**config.mk**
```make
export PLATFORM = sky130hd
export DESIGN_NAME = timestamp_scheduler
export DESIGN_NICKNAME = d
export VERILOG_FILES = /design/src/rtl/timestamp_scheduler.sv
export SDC_FILE = /design/constraint.sdc
export NUM_CORES = 1
export LEC_CHECK = 0
export CORE_UTILIZATION = 47
export CTS_CLUSTER_SIZE = 28
export DETAILED_ROUTE_END_ITERATION = 6
export MAX_ROUTING_LAYER = met4
export PLACE_DENSITY = 0.8
export SLEW_MARGIN = 20
export SYNTH_ARGS = -nofsm -noshare
export SYNTH_HDL_FRONTEND = slang
export SYNTH_SLANG_ARGS = --single-unit
```
**constraint.sdc**
```tcl
create_clock -name i_clk -period 2.3 [get_ports i_clk]
set_clock_uncertainty 0.2 [all_clocks]
set_input_delay 0.69 -clock i_clk [delete_from_list [all_inputs] [get_ports i_clk]]
set_output_delay 0.69 -clock i_clk [all_outputs]
set_load 0.005 [all_outputs]
```
**src/rtl/timestamp_scheduler.sv**
```systemverilog
// timestamp_scheduler: 10 Hz timestamp counter with round-robin coherent snapshot arbiter (optional OVF via TS_OVERFLOW_FLAG_EN)
module timestamp_scheduler #(
    parameter int TS_WIDTH = 24,
    parameter int NUM_REQ  = 3
) (
    input  logic                i_clk,
    input  logic                i_reset_n,
    input  logic                i_tick_10hz,
    input  logic                i_load,
    input  logic [TS_WIDTH-1:0] i_load_val,
    input  logic [NUM_REQ-1:0]  i_req,
    output logic [TS_WIDTH-1:0] o_timestamp,
    output logic [TS_WIDTH-1:0] o_snap,
    output logic [NUM_REQ-1:0]  o_gnt,
    output logic                o_busy,
    output logic                o_ovf
);
    localparam int PW = (NUM_REQ > 1) ? $clog2(NUM_REQ) : 1;
    typedef enum logic [1:0] {IDLE, GRANT, RELEASE} state_t;
    state_t              r_state, w_next;
    logic [TS_WIDTH-1:0] r_ts, r_snap;
    logic [NUM_REQ-1:0]  r_gnt;
    logic [PW-1:0]       r_ptr, r_win, w_sel, w_idx, w_ptr_inc;
    logic                w_any;
    // Scan downward so the lowest offset from r_ptr with a pending request wins
    always_comb begin
        w_sel = r_ptr;
        w_idx = '0;
        for (int k = NUM_REQ - 1; k >= 0; k--) begin
            w_idx = PW'((int'(r_ptr) + k) % NUM_REQ);
            w_sel = i_req[w_idx] ? w_idx : w_sel;
        end
        w_any     = |i_req;
        w_ptr_inc = (r_win == PW'(NUM_REQ - 1)) ? '0 : r_win + PW'(1);
        w_next    = (r_state == IDLE)  ? (w_any ? GRANT : IDLE) :
                    (r_state == GRANT) ? (i_req[r_win] ? GRANT : RELEASE) : IDLE;
    end
    always_ff @(posedge i_clk) begin
        if (!i_reset_n) begin
            r_state <= IDLE;
            r_ts    <= '0;
            r_snap  <= '0;
            r_gnt   <= '0;
            r_ptr   <= '0;
            r_win   <= '0;
        end else begin
            r_state <= w_next;
            r_ts    <= i_load ? i_load_val : i_tick_10hz ? r_ts + TS_WIDTH'(1) : r_ts;
            if (r_state == IDLE && w_any) begin
                r_snap <= r_ts;
                r_gnt  <= NUM_REQ'(1) << w_sel;
                r_win  <= w_sel;
            end
            if (r_state == GRANT && !i_req[r_win]) r_gnt <= '0;
            if (r_state == RELEASE) r_ptr <= w_ptr_inc;
        end
    end
`ifdef TS_OVERFLOW_FLAG_EN
    logic r_ovf;
    always_ff @(posedge i_clk) begin
        if (!i_reset_n) r_ovf <= 1'b0;
        else r_ovf <= i_load ? 1'b0 : (i_tick_10hz && &r_ts) ? 1'b1 : r_ovf;
    end
    assign o_ovf = r_ovf;
`else
    assign o_ovf = 1'b0;
`endif
    assign o_timestamp = r_ts;
    assign o_snap      = r_snap;
    assign o_gnt       = r_gnt;
    assign o_busy      = (r_state != IDLE);
endmodule
```
==> flow_summary.toml <==
[logic_synthesis]
synthesis.nets = 369
yosysTopAreaCellShare_pct = 40.7
synth_top_area_cell = "dfxtp_1"
avgSynthCellArea_um2 = 8.40
syn_area_um2 = 2810
ys_ff_latch = 57
yosysUniqueCellTypes = 49
yosysSeqAreaShare_pct = 40.7
netlist_instances = 334
synth_area_leaders = "dfxtp_1 (41%), nand2_1 (9.1%), a21boi_0 (6.7%)"
synthArstFlopShare_pct = 0
yosysMostFrequentCell = "nand2_1"
synthTopCellsByCount = "nand2_1 (68), dfxtp_1 (57), a21boi_0 (25), o21ai_0 (23), clkbuf_1 (20)"
synth_top_flop_cell = "dfxtp_1"
ys_warn_count = 0
synth_edf_count = 0

[routing]
drc = 0
first_pass_iters = 4
dr_total_vias = 2664
routed_wl_mm = 7.02
drt_iter0_drc = 152
vias_per_cell = 5.29
final_antenna_net_count = 0
wl_per_cell_um = 13.9

[sta]
finalHoldViolations = 0
rsz0062_at_grt = "false"
period_needed_ns = 2.24
setup_viol = 0
drv_slew = 0
max_freq_mhz = 446
fin_crit_sh_pct = 97.5

[clock_tree]
clkTransAtPathRegs_ns = 0.06
clockBufferDepth = 2
clockRootBuffer = "clkbuf_8"
cts_hold_buf = 0
cts_tree = "done"
htree_levels = 3
numCtsBuffers = 9
cts.sinks = 57
clock_latency_ns = 0.33

[global_routing]
antenna_found_initial = 0
grt_use_met3_pct = 8.51
grt_max_degree = 33
use_met2_pct = 39.2
grt.total_usage_pct = 25.1
gr-max-usage-layer = "met2"
grt_pass1_vias = 2558
grt_pass1_wl_mm = 11.7
met1_usage_pct = 30.2
overflow = 0

[floorplan]
die_y_um = 79.3
start_util_pct = 49.7
die_area_um2 = 6280
rows = 27
io_pins = 84
die_w_um = 79.3
coreArea_um2 = 5640

[pwr]
ir_drop_mv = 0.440
switchingPower_w = 0.000657
power_density_nw_per_um2 = 621
swShare_pct = 26.3
power.internal_w = 0.00184
report.power.total_w = 0.00250
p_clk_share_pct = 34.1
p_seq_share_pct = 45.5
power_leakage_nw = 1.56
power_frac_comb_pct = 20.5

[finish]
fin_nets = 463
drive_gt1_share_pct = 11.8
final_util_pct = 71.3
multi_input_area_um2 = 1560
antennaDiodeCount = 0
regArea_um2 = 1150
synthToLayoutAreaGrowth_pct = 43.3
nFillCells = 457

[setup_path]
slowest_delay_ns = 0.56
start_kind = "register"
cp_max_fo = 6
r2r_start = "r_ptr[0]"
crit_required_ns = 1.41
cp_data_arrival_time_ns = 1.35
critPathCaptureType = "output port"
crit_start = "o_timestamp[14]"
path_cells = "clkdlybuf4s50_1"
crit_buf_inv = 1
slowest_stage = "clkdlybuf4s50_1"
critical_path_class = "register to output port"
reg2reg_slack_ns = 0.20
critPathTopFamily = "buffers and inverters"

[status]
outcome = "complete, no violations"

[hold_path]
hold_path_class = "register to register"
worstHoldStart = "o_snap[7]"

[run]
maxCapViolCount = 0

[place]
gp_congestion = 0.802
dp_hpwl_mm = 5.12
portBuffers = 82
==> placed cells by master, fill, tap and decap left out, types with 3 or more instances in the layout <==
| cell | synthesis | routed |
|---|---|---|
| and2_1 | 5 | 5 |
| o211a_1 | 9 | 9 |
| or3_1 | 4 | 4 |
| nor2_1 | 8 | 7 |
| a21oi_1 | 14 | 14 |
| nor3_1 | 4 | 4 |
| nand3_1 | 13 | 13 |
| clkinv_2 | 0 | 3 |
| a21boi_0 | 25 | 25 |
| dlymetal6s2s_1 | 0 | 3 |
| xor2_1 | 11 | 11 |
| dfxtp_2 | 0 | 4 |
| buf_4 | 1 | 21 |
| o21a_1 | 3 | 3 |
| nand2b_1 | 6 | 6 |
| o21ai_0 | 23 | 22 |
| xnor2_1 | 7 | 7 |
| clkbuf_8 | 0 | 9 |
| nand2_1 | 68 | 68 |
| mux2i_1 | 6 | 6 |
| nand4_1 | 3 | 3 |
| ha_1 | 4 | 4 |
| inv_1 | 5 | 5 |
| nand3b_1 | 3 | 3 |
| dfxtp_1 | 57 | 53 |
| nor2b_1 | 3 | 3 |
| clkdlybuf4s50_1 | 0 | 79 |
==> sequential cells by signal (all words and copies together), names as in the netlist <==
| register | flops |
|---|---|
| r_ptr | 2 |
| o_gnt | 3 |
| o_snap | 24 |
| o_timestamp | 24 |
| r_state | 2 |
| r_win | 2 |
==> power by group through the flow <==
stage               logic [W]  clock network (W)  registers (W)
detailed placement   0.000510                  0        0.00115
finish               0.000511           0.000851        0.00113
global route         0.000564           0.000939        0.00115
CTS                  0.000517           0.000871        0.00113
floorplan            0.000225                  0        0.00115
global placement     0.000501                  0        0.00115
==> metal layers <==
layer / wire length (µm) / vias up
li1: - / 1350
met1: 3230 / 1237
met3: 361 / 10
met2: 3310 / 67
met5: 0 / -
met4: 106 / 0
==> path summary, 6_finish.rpt <==
check,cells after the start,end
max reg2reg,7,o_gnt[1]
min,2,o_snap[7]
max,1,o_timestamp[14]
min reg2reg,2,o_snap[7]
==> what timing repair did <==
item | CTS | global route
setup endpoints to repair | 1 | 9
endpoints found under the hold margin | 0 | 0
setup buffers | 0 | 0
resized for setup | 1 | 8
pin swaps | 0 | 0
==> final cells by class <==
| class | count | area share (%) |
|---|---|---|
| Timing Repair Buffer | 105 | 25.5 |
| Clock inverter | 4 | 1.12 |
| Clock buffer | 11 | 3.27 |
| Multi-Input combinational cell | 250 | 38.9 |
| Inverter | 5 | 0.467 |
| Sequential cell | 57 | 28.5 |
| Tap cell | 72 | 2.24 |
==> cells by family (layout without fill, tap and decap cells) <==
group | Yosys count | in the layout | synth area share [%]
simple gates | 134 | 134 | 24.9
compound gates | 87 | 87 | 21.0
flops | 57 | 57 | 40.7
buf+inv | 27 | 125 | 3.79
xor+xnor | 18 | 18 | 5.62
mux | 6 | 6 | 2.14
fa+ha+maj | 4 | 4 | 1.78
other cells | 1 | 1 | 0.134
==> per-stage QoR <==
step	std cells	worst slack (ns)	area [µm²]	TNS, ns	hold WS [ns]
finish	504	0.0575	4020	0	0.261
global route	504	0.00181	4020	0	0.284
CTS	504	0.00332	4010	0	0.266
detailed placement	489	-0.308	3830	-6.95	0.257
global placement	489	-0.210	3830	-5.02	0.250
floorplan	334	0.166	2810	0	0.260
Note: power is estimated with default switching activity, not from simulation.
